==> config.mk <==
export PLATFORM = sky130hd
export DESIGN_NAME = str_register_ctrl
export DESIGN_NICKNAME = d
export VERILOG_FILES = /design/src/rtl/str_register_ctrl.sv
export SDC_FILE = /design/constraint.sdc
export NUM_CORES = 1
export LEC_CHECK = 0
export CELL_PAD_IN_SITES_DETAIL_PLACEMENT = 0
export CELL_PAD_IN_SITES_GLOBAL_PLACEMENT = 1
export CORE_AREA = 4 4 221 223
export DETAILED_ROUTE_END_ITERATION = 12
export DIE_AREA = 0 0 225 227
export PLACE_DENSITY_LB_ADDON = 0.3
export SKIP_CTS_REPAIR_TIMING = 1
export SYNTH_ARGS = -nofsm -noshare
export SYNTH_HDL_FRONTEND = slang
export SYNTH_SLANG_ARGS = --single-unit
==> constraint.sdc <==
create_clock -name clk -period 3.1 [get_ports clk]
set_clock_uncertainty 0.05 [all_clocks]
set_input_delay 0.62 -clock clk [delete_from_list [all_inputs] [get_ports clk]]
set_output_delay 0.62 -clock clk [all_outputs]
set_load 0.03 [all_outputs]
==> src/rtl/str_register_ctrl.sv <==
// Pack/unpack sequencer and arbiter for the shared 16-word string register.
// Optional perf counters are enabled with `define STRCTRL_PERF_CNT_EN.
module str_register_ctrl #(
    parameter int WORD_WIDTH = 8,
    parameter int STR_WIDTH  = 128,
    parameter int WORDS      = STR_WIDTH / WORD_WIDTH,
    parameter int CNT_W      = 5
) (
    input  logic                  clk,
    input  logic                  rst,
    input  logic                  in_valid,
    output logic                  in_ready,
    input  logic [WORD_WIDTH-1:0] in_data,
    input  logic                  in_last,
    output logic                  str_valid,
    input  logic                  str_ready,
    output logic [STR_WIDTH-1:0]  str_data,
    output logic [CNT_W-1:0]      str_len,
    input  logic                  ustr_valid,
    output logic                  ustr_ready,
    input  logic [STR_WIDTH-1:0]  ustr_data,
    input  logic [CNT_W-1:0]      ustr_len,
    output logic                  out_valid,
    input  logic                  out_ready,
    output logic [WORD_WIDTH-1:0] out_data,
    output logic                  out_last,
    output logic                  reg_str_load,
    output logic                  reg_word_load,
    output logic                  reg_rshift,
    output logic                  reg_lshift,
    output logic [STR_WIDTH-1:0]  reg_str_in,
    output logic [WORD_WIDTH-1:0] reg_word_in,
    input  logic [STR_WIDTH-1:0]  reg_str_out,
    input  logic [WORD_WIDTH-1:0] reg_word_out
`ifdef STRCTRL_PERF_CNT_EN
    ,
    output logic [15:0]           pack_count,
    output logic [15:0]           unpack_count,
    output logic [15:0]           stall_cycles
`endif
);

    typedef enum logic [2:0] {
        IDLE,
        PACK,
        PAD,
        PACK_DONE,
        UNPACK
    } state_t;

    localparam logic [CNT_W-1:0] FULL  = CNT_W'(WORDS);
    localparam logic [CNT_W-1:0] LASTW = CNT_W'(WORDS - 1);

    state_t           state;
    logic [CNT_W-1:0] cnt;
    logic [CNT_W-1:0] len;
    logic             last_pack;

    logic             grant_pack;
    logic             grant_unpack;
    logic             pack_final;
    logic [CNT_W-1:0] cnt_inc;
    logic [CNT_W-1:0] ulen_clip;

    // Round-robin: pack wins a tie unless it had the previous grant
    assign grant_pack   = in_valid & (~ustr_valid | ~last_pack);
    assign grant_unpack = ustr_valid & ~grant_pack;
    assign pack_final   = (cnt == LASTW) | in_last;
    assign cnt_inc      = cnt + 1'b1;
    assign ulen_clip    = (ustr_len == '0 || ustr_len > FULL) ? FULL : ustr_len;

    assign str_data    = reg_str_out;
    assign out_data    = reg_word_out;
    assign reg_str_in  = ustr_data;
    assign reg_word_in = in_data;
    assign reg_lshift  = 1'b0;

    always_comb begin
        in_ready      = (state == PACK);
        str_valid     = (state == PACK_DONE);
        out_valid     = (state == UNPACK);
        ustr_ready    = (state == IDLE) & grant_unpack;
        str_len       = str_valid ? len : '0;
        out_last      = out_valid & (cnt == len - 1'b1);
        reg_str_load  = ustr_ready;
        reg_word_load = in_ready & in_valid;
        reg_rshift    = (in_ready & in_valid & ~pack_final)
                      | (state == PAD)
                      | (out_valid & out_ready);
    end

    always_ff @(posedge clk or posedge rst) begin
        if (rst) begin
            state     <= IDLE;
            cnt       <= '0;
            len       <= '0;
            last_pack <= 1'b0;
        end else begin
            case (state)
                IDLE: begin
                    if (grant_pack) begin
                        state <= PACK;
                        cnt   <= '0;
                    end else if (grant_unpack) begin
                        state <= UNPACK;
                        len   <= ulen_clip;
                        cnt   <= '0;
                    end
                end
                PACK: begin
                    if (in_valid) begin
                        cnt <= cnt_inc;
                        if (pack_final) begin
                            if (cnt_inc == FULL) begin
                                state <= PACK_DONE;
                                len   <= FULL;
                            end else begin
                                // cnt doubles as the pad countdown
                                state <= PAD;
                                len   <= cnt_inc;
                                cnt   <= FULL - cnt_inc;
                            end
                        end
                    end
                end
                PAD: begin
                    cnt <= cnt - 1'b1;
                    if (cnt == 1) state <= PACK_DONE;
                end
                PACK_DONE: begin
                    if (str_ready) begin
                        state     <= IDLE;
                        last_pack <= 1'b1;
                    end
                end
                UNPACK: begin
                    if (out_ready) begin
                        cnt <= cnt_inc;
                        if (out_last) begin
                            state     <= IDLE;
                            last_pack <= 1'b0;
                        end
                    end
                end
                default: state <= IDLE;
            endcase
        end
    end

`ifdef STRCTRL_PERF_CNT_EN
    logic stall;
    assign stall = (str_valid & ~str_ready) | (out_valid & ~out_ready);

    always_ff @(posedge clk or posedge rst) begin
        if (rst) begin
            pack_count   <= '0;
            unpack_count <= '0;
            stall_cycles <= '0;
        end else begin
            if (str_valid & str_ready) pack_count <= pack_count + 1'b1;
            if (out_valid & out_ready & out_last)
                unpack_count <= unpack_count + 1'b1;
            if (stall && stall_cycles != 16'hFFFF)
                stall_cycles <= stall_cycles + 1'b1;
        end
    end
`endif

endmodule
# --- Yosys cells after proc, flatten, opt, wreduce, memory -nomap -nowiden ---
# Index checks and enable logic that the tools add are counted.
totals:
  regBits: 14
  latchBits: 0
  ram_bits: 0
  mem_bits_ro: 0
  out_inout_bits: 286
  word_cells: 80
  mem_count: 0
op_classes:
  n_addsub: 4
  multipliers: 0
  n_div: 0
  n_lt_le_gt_ge: 1
  eq_ne: 17
  n_shift: 0
  n_mux: 29
  n_bitwise: 15
  reduce_logical: 10
op_table:
  columns: ["cell", "n"]
  rows:
  - ["5-bit 2-to-1 mux", 13]
  - ["3-bit 2-to-1 mux", 8]
  - ["5-bit case mux with 4 select lines", 1]
  - ["3-bit case mux with 5 select lines", 1]
  - ["2-bit by 1-bit inequality test with 1-bit output, second input constant", 5]
  - ["5-bit case mux with 2 select lines", 1]
  - ["5-bit by 1-bit subtractor with 5-bit output, second input constant", 2]
  - ["4-bit AND reduction", 2]
  - ["1-bit bitwise AND", 7]
  - ["7-bit AND reduction", 1]
  - ["3-bit by 2-bit equality test with 1-bit output, second input constant", 2]
  - ["2-bit inequality test, second input constant", 3]
  - ["5-bit by 1-bit adder with 5-bit output, second input constant", 1]
  - ["5-bit by 1-bit equality test with 1-bit output, second input constant", 1]
  - ["5-bit by 4-bit equality test with 1-bit output, second input constant", 1]
  - ["5-bit equality test", 1]
  - ["5-bit equality test, second input constant", 1]
  - ["5-bit > comparator, second input constant", 1]
  - ["5-bit logical NOT", 1]
  - ["5-bit AND reduction", 1]
  - ["5-bit subtractor, first input constant", 1]
  - ["1-bit 2-to-1 mux", 4]
  - ["1-bit inverter", 4]
  - ["1-bit OR", 4]
  - ["8 further kinds", 9]

# --- Depth between registers and ports, before layout ---
# Gate-level depths: netlist of the first run.
depth:
  word_depth: 8
  depth_mapped: 9

# --- Worst setup path before layout of the first run ---
# Ideal clock, no wire load.
synth_path:
  kind: "reg2out"
  startpoint: "register state[1]"
  endpoint: "output port reg_rshift"
  arrival_ps: 1733
  t_required_ps: 2430
  setup_slack_ps: 697
  path_stages_with_launch: 5
  path_cell_list: "dfrtp_1 -> buf_2 -> nor3b_4 -> and2_2 -> a221o_1"
synth_via:
  elab_chain_len: 5
  word_cells_on_any_way: 8
  cone_classes: "eq/ne (3); bitwise (5)"
synth_rtl:
  columns: ["item", "line", "text"]
  rows:
  - ["start: declaration", "54", "state_t state;"]
  - ["start signal: assignment", "94", "state <= IDLE;"]
  - ["start signal: assignment", "102", "state <= PACK;"]
  - ["start signal: assignment", "105", "state <= UNPACK;"]
  - ["3-bit by 1-bit equality test with 1-bit output", "79", "in_ready = (state == PACK);"]
  - ["named net in_ready", "12", "output logic in_ready,"]
  - ["1-bit bitwise AND", null, null]
  - ["named net reg_word_load", "28", "output logic reg_word_load,"]
  - ["1-bit bitwise AND", "87", "reg_rshift = (in_ready & in_valid & ~pack_final)"]
  - ["1-bit OR", "88", "| (state == PAD)"]
  - ["1-bit OR", "89", "| (out_valid & out_ready);"]
  - ["end: declaration", "29", "output logic reg_rshift,"]
# The timed path passes the listed nets, and every way through them passes these cells.

# --- Worst setup path in the final report of the first run ---
layout_path:
  startpoint: "register len[0]"
  endpoint: "output port out_last"
layout_via:
  elab_chain_len: 3
layout_rtl:
  columns: ["item", "line", "text"]
  rows:
  - ["start: declaration", "56", "logic [CNT_W-1:0] len;"]
  - ["start signal: assignment", "106", "len <= ulen_clip;"]
  - ["start signal: assignment", "120", "len <= cnt_inc;"]
  - ["5-bit by 1-bit subtractor with 5-bit output", "84", "out_last = out_valid & (cnt == len - 1'b1);"]
  - ["5-bit equality test", "84", null]
  - ["1-bit bitwise AND", "84", null]
  - ["end: declaration", "26", "output logic out_last,"]
# No other way between the ends.

==> results of run 1 <==
## critical path, stage by stage (launching register included)
cell	delay, ns
dfrtp_1	0.42
inv_1	0.08
ha_1	0.19
nand2_1	0.07
nor4_1	0.24
a31oi_1	0.11
nor3_1	0.19
clkdlybuf4s50_1	0.71
## final timing paths
kind | cells past startpoint | start | slack, ns | endpoint
max in group asynchronous | 2 | rst | 1.88 | cnt[4]
worst max register to register | 7 | cnt[0] | 0.50 | len[0]
worst max-delay path | 7 | len[0] | 0.18 | out_last
worst min-delay path | 2 | len[4] | 0.48 | len[4]
worst min register to register | 2 | len[4] | 0.48 | len[4]
min in group asynchronous | 2 | rst | 0.72 | cnt[3]
## layout make-up
class                   instances  area, µm²  area share
well taps                     607        759       0.294
inverters                      18       67.6      0.0262
repair buffers                 36        333       0.129
multi-input cells             138        982       0.381
clock buffers                   4       88.8      0.0344
flip-flops and latches         14        350       0.136
## metal layers
layer,track usage,vias up,share of wire
met5,0.00829,-,0.0056
met4,0.0482,2,0.11
met3,0.0271,130,0.16
met2,0.0580,259,0.42
met1,0.0377,806,0.31
li1,-,704,-
## flip-flops by register name, summed over array words and instances (netlist names)
| name | cells |
|---|---|
| cnt | 5 |
| len | 5 |
| state | 3 |
| last_pack | 1 |
## power groups by stage
stage | sequential, µW | clock [µW] | combinational (µW)
floorplan | 312 | 0 | 1700
detailed placement | 362 | 0 | 1470
global placement | 364 | 0 | 1490
finish | 360 | 276 | 1450
CTS | 361 | 283 | 1470
global route | 377 | 292 | 1580
## logic make-up after synthesis
family / count (synthesis) / synth area share
AO/OA/AOI/OAI: 51 / 0.105
XOR/XNOR: 8 / 0.0198
adder cells (fa/ha/maj): 6 / 0.0213
buffers and inverters: 305 / 0.623
flip-flops: 14 / 0.0992
multiplexers: 6 / 0.0216
other: 1 / 0.00106
AND/OR/NAND/NOR: 66 / 0.109
## cells in the final DEF (no fill, tap or decap), drive strengths merged, types with 3 or more instances in the layout
master	n
mux2	4
nor3	6
nand2b	3
o21ai	12
a2bb2oi	3
nand2	11
buf	16
a21oi	11
nand3	4
dfrtp	14
clkbuf	4
and2	6
xor2	3
xnor2	5
clkdlybuf4s50	20
ha	6
and3	3
nor3b	4
nor2	14
inv	18
## through the flow
stage	setup WS, ns	instance area (µm²)	hold slack (ns)	util	total power [µW]
2_1_floorplan	0.697	3530	0.434	-	2010
3_3_place_gp	0.369	2490	0.475	0.0535	1860
3_5_place_dp	0.385	2490	0.482	0.0535	1830
4_1_cts	0.154	2580	0.494	0.0554	2110
5_1_grt	0.0544	2580	0.520	0.0554	2250
6_report	0.177	2580	0.479	0.0554	2090
==> reports/summary.txt, run 1 <==
status -> finished clean
top cell type by total area after synthesis -> buf_4
port bufs -> 24
Pint -> 1060 µW
Async SR Flop Fraction -> 1.00
ANT nets after route -> 0
power share of the clock group -> 0.132
Hold Fails Final Rpt -> 0
Seq/Total Area, Yosys -> 0.0992
Tmin final -> 2.92 ns
Remaining Overflow, GRT -> 0
DRT Wirelength -> 11,700 µm
Worst-path clk slew -> 0.05 ns
Clock Tree Buf Depth -> 2
Power Dens Cells -> 809 mW/mm²
I/O Pins -> 570
layout cells sized above 1 -> 0.171
Clock Latency Late Sink -> 0.25 ns
kind of end point of the critical path -> output pin
VDD IR max -> 0.381 mV
Layout Cells excl Fill -> 817
Worst Path Arrival -> 2.25 ns
initial core utilization -> 0.0758
# setup viols final -> 0
# rows -> 79
Seq pwr share -> 0.172
Netlist cell types -> 61
Cells after Synth -> 457
total CTS buffers -> 3
Setup crit start kind -> flip-flop
Final Slew Violations -> 0
Yosys reg bits -> 14
DRC violation total after the first TritonRoute iteration -> 103
TritonCTS clock tree -> built
height of the die -> 227 µm
ANT cells -> 0
top post-synthesis cells by count -> 276 x buf_4, 16 x inv_1, 14 x dfrtp_1, 14 x nor2_1, 11 x nand2_1
Post-synth top flop -> dfrtp_1
largest net degree at the start of global routing -> 18
Fillers -> 5,477
Hold/Removal Path Class -> flip-flop to flip-flop
clock sink count -> 14
vias per cell -> 2.33
Die W -> 225 µm
Gate power share -> 0.696
Remaining DRCs -> 0
total number of vias -> 1,901
Pleak -> 0.000804 µW
net count after synthesis -> 747
most common cell in the netlist -> buf_4
antenna violations before repair -> 0
maxcap violations -> 0
sw power -> 1030 µW
unrepaired setup endpoints after global routing -> false
Yosys top cell area share -> 0.587
die area -> 0.0511 mm²
Final HPWL DP -> 9720 µm
top cells by area, synth -> buf_4 59%, dfrtp_1 9.9%, ha_1 2.1%, inv_1 1.7%, nor2_1 1.5%
H-tree Lvls -> 1
Layout area overhead -> -26.9%
CORE AREA -> 0.0466 mm²
number of global-route vias before repair -> 2,038
First-pass DRT Iterations -> 4
Fin Setup TNS -> 0 ns
Final Cycle Share -> 0.943
worst-path fanout max -> 5
Clock Root Buffer -> clkbuf_16
slew at the pin closest to its max-slew limit -> 0.613 ns
global-route wire length before repair -> 15,600 µm
Final #Nets -> 501
Achievable Freq -> 342 MHz
Mapped Area -> 0.00353 mm²
mean post-synth cell area -> 7.73 µm²
switching portion of total power -> 0.493
Post-synth EDFFs -> 0
wire length per cell -> 14.3 µm
crit path kind -> flip-flop to output pin
YS warnings -> 0
relative slew slack -> 0.591
CP required -> 2.43 ns
Placed Instances -> 813
Global Route Usage Sum -> 0.0417
Placer Congestion -> 0.690
No activity file was read; power rests on OpenSTA's default activity.
==> inputs of run 2 (changes only) <==
--- a/config.mk
+++ b/config.mk
@@ -10,6 +10,7 @@
 export CORE_AREA = 4 4 221 223
 export DETAILED_ROUTE_END_ITERATION = 12
 export DIE_AREA = 0 0 225 227
+export MAX_ROUTING_LAYER = met4
 export PLACE_DENSITY_LB_ADDON = 0.3
 export SKIP_CTS_REPAIR_TIMING = 1
 export SYNTH_ARGS = -nofsm -noshare
==> run 2 against run 1 <==
- via count up 0.47%
- non-clock buffer count unchanged
- critical endpoint unchanged
- final cell count did not move
- clock-buffer cell count unchanged
- highest routed layer is now met4
- worst setup slack better by 0.0017 ns
- register-to-register slack is essentially flat
==> reports/summary.txt, run 2 (same netlist as run 1, synthesis figures left out) <==
VDD IR max -> 0.380 mV
Hold Fails Final Rpt -> 0
TritonCTS clock tree -> built
Die W -> 225 µm
Placed Instances -> 813
vias per cell -> 2.34
CP cell instances -> inv_1 -> ha_1 -> nand2_1 -> nor4_1 -> a31oi_1 -> nor3_1 -> clkdlybuf4s50_1
Worst Setup EP -> out_last
total CTS buffers -> 3
wire length per cell -> 14.3 µm
global-route wire length before repair -> 15,500 µm
Register Area -> 350 µm²
ANT nets after route -> 0
status -> finished clean
H-tree Lvls -> 1
commonest non-fill, non-tap cell in the layout -> clkdlybuf4s50_1
area of the multi-input gates -> 982 µm²
layout cells sized above 1 -> 0.171
clock sink count -> 14
Final Slew Violations -> 0
Fillers -> 5,477
worst-path fanout max -> 5
total number of vias -> 1,910
unrepaired setup endpoints after global routing -> false
Tmin final -> 2.92 ns
kind of end point of the critical path -> output pin
Clock Tree Buf Depth -> 2
worst-case hold slack -> 0.480 ns
DRC violation total after the first TritonRoute iteration -> 95
I/O Pins -> 570
Final HPWL DP -> 9720 µm
worst reg2reg path depth -> 7
Hold/Removal Path Class -> flip-flop to flip-flop
Fin Setup TNS -> 0 ns
CP startpoint -> len[0]
Worst R2R Setup Slack -> 0.50 ns
crit path kind -> flip-flop to output pin
total placed instance area -> 0.00249 mm²
Setup crit start kind -> flip-flop
commonest non-fill, non-tap cells in the layout -> 20 x clkdlybuf4s50_1, 16 x inv_1, 15 x buf_4
CORE AREA -> 0.0466 mm²
Design Area, Final -> 0.00258 mm²
Global Route Usage Sum -> 0.0428
relative slew slack -> 0.597
Placer Congestion -> 0.698
Layout area overhead -> -26.9%
Layout Cells excl Fill -> 817
Final Cycle Share -> 0.942
CP max-delay cell -> clkdlybuf4s50_1
antenna violations before repair -> 0
die area -> 0.0511 mm²
# setup viols final -> 0
post-layout util -> 0.0554
CP required -> 2.43 ns
FF-to-FF End -> len[0]
Power Dens Cells -> 806 mW/mm²
Clock Latency Late Sink -> 0.25 ns
First-pass DRT Iterations -> 4
initial core utilization -> 0.0758
height of the die -> 227 µm
slew at the pin closest to its max-slew limit -> 0.604 ns
maxcap violations -> 0
number of global-route vias before repair -> 2,041
Max stage delay on crit path -> 0.71 ns
Remaining Overflow, GRT -> 0
Achievable Freq -> 342 MHz
# rows -> 79
DRT Wirelength -> 11,700 µm
largest net degree at the start of global routing -> 18
Clock Root Buffer -> clkbuf_16
ANT cells -> 0
port bufs -> 24
Worst Path Arrival -> 2.25 ns
Remaining DRCs -> 0
Worst-path clk slew -> 0.05 ns
Pleak -> 0.000804 µW
top flop regs -> cnt x5, len x5, state x3
Final #Nets -> 501
Worst R2R Start -> cnt[0]
run 2: cell counts in the layout (fill, tap and decap cells not counted):
No cell type changed its count.
run 2: critical path: cells and delay by family, from the launching register on:
kind / cells / cell delay [ns]
adder cells (fa/ha/maj): 1 / 0.19
AND/OR/NAND/NOR: 3 / 0.49
buffers and inverters: 2 / 0.79
flip-flops: 1 / 0.42
AO/OA/AOI/OAI: 1 / 0.11
run 2: worst min-delay path by stage:
| stage | start | to | slack (ns) | cells after the start |
|---|---|---|---|---|
| 2_1_floorplan | len[4] | len[4] | 0.43 | 2 |
| 3_3_place_gp | len[1] | len[1] | 0.47 | 2 |
| 3_5_place_dp | len[4] | len[4] | 0.48 | 2 |
| 4_1_cts | len[4] | len[4] | 0.49 | 2 |
| 5_1_grt | len[1] | len[1] | 0.52 | 2 |
| 6_report | len[4] | len[4] | 0.48 | 2 |
run 2: final cells by class:
type | count | area share
Clock buffer | 4 | 0.0344
Inverter | 18 | 0.0262
Multi-Input combinational cell | 138 | 0.381
Sequential cell | 14 | 0.136
Tap cell | 607 | 0.294
Timing Repair Buffer | 36 | 0.129
run 2: routing by layer:
metal / part of all wire / track usage
met3: 0.16 / 0.0271
met2: 0.40 / 0.0573
met4: 0.12 / 0.0494
met5: 0 / -
met1: 0.31 / 0.0381
run 2: where the power goes:
group | switching, µW | total, µW | internal, µW
clock network | 78.8 | 275 | 196
registers | 98.5 | 360 | 261
logic | 845 | 1450 | 601
total | 1020 | 2080 | 1060
run 2: metrics by stage:
step                worst slack (ns)  power, µW
floorplan                      0.697       2010
global placement               0.369       1860
detailed placement             0.385       1830
CTS                            0.154       2110
global route                  0.0545       2250
finish                         0.179       2080
==> inputs of run 3 (changes only) <==
--- a/config.mk
+++ b/config.mk
@@ -5,11 +5,13 @@
 export SDC_FILE = /design/constraint.sdc
 export NUM_CORES = 1
 export LEC_CHECK = 0
+export ABC_CLOCK_PERIOD_IN_PS = 3100
 export CELL_PAD_IN_SITES_DETAIL_PLACEMENT = 0
 export CELL_PAD_IN_SITES_GLOBAL_PLACEMENT = 1
 export CORE_AREA = 4 4 221 223
 export DETAILED_ROUTE_END_ITERATION = 12
 export DIE_AREA = 0 0 225 227
+export GPL_ROUTABILITY_DRIVEN = 0
 export MAX_ROUTING_LAYER = met4
 export PLACE_DENSITY_LB_ADDON = 0.3
 export SKIP_CTS_REPAIR_TIMING = 1
==> results of run 3 <==
No change in the layout: final DEF, timing and power equal those of run 2.
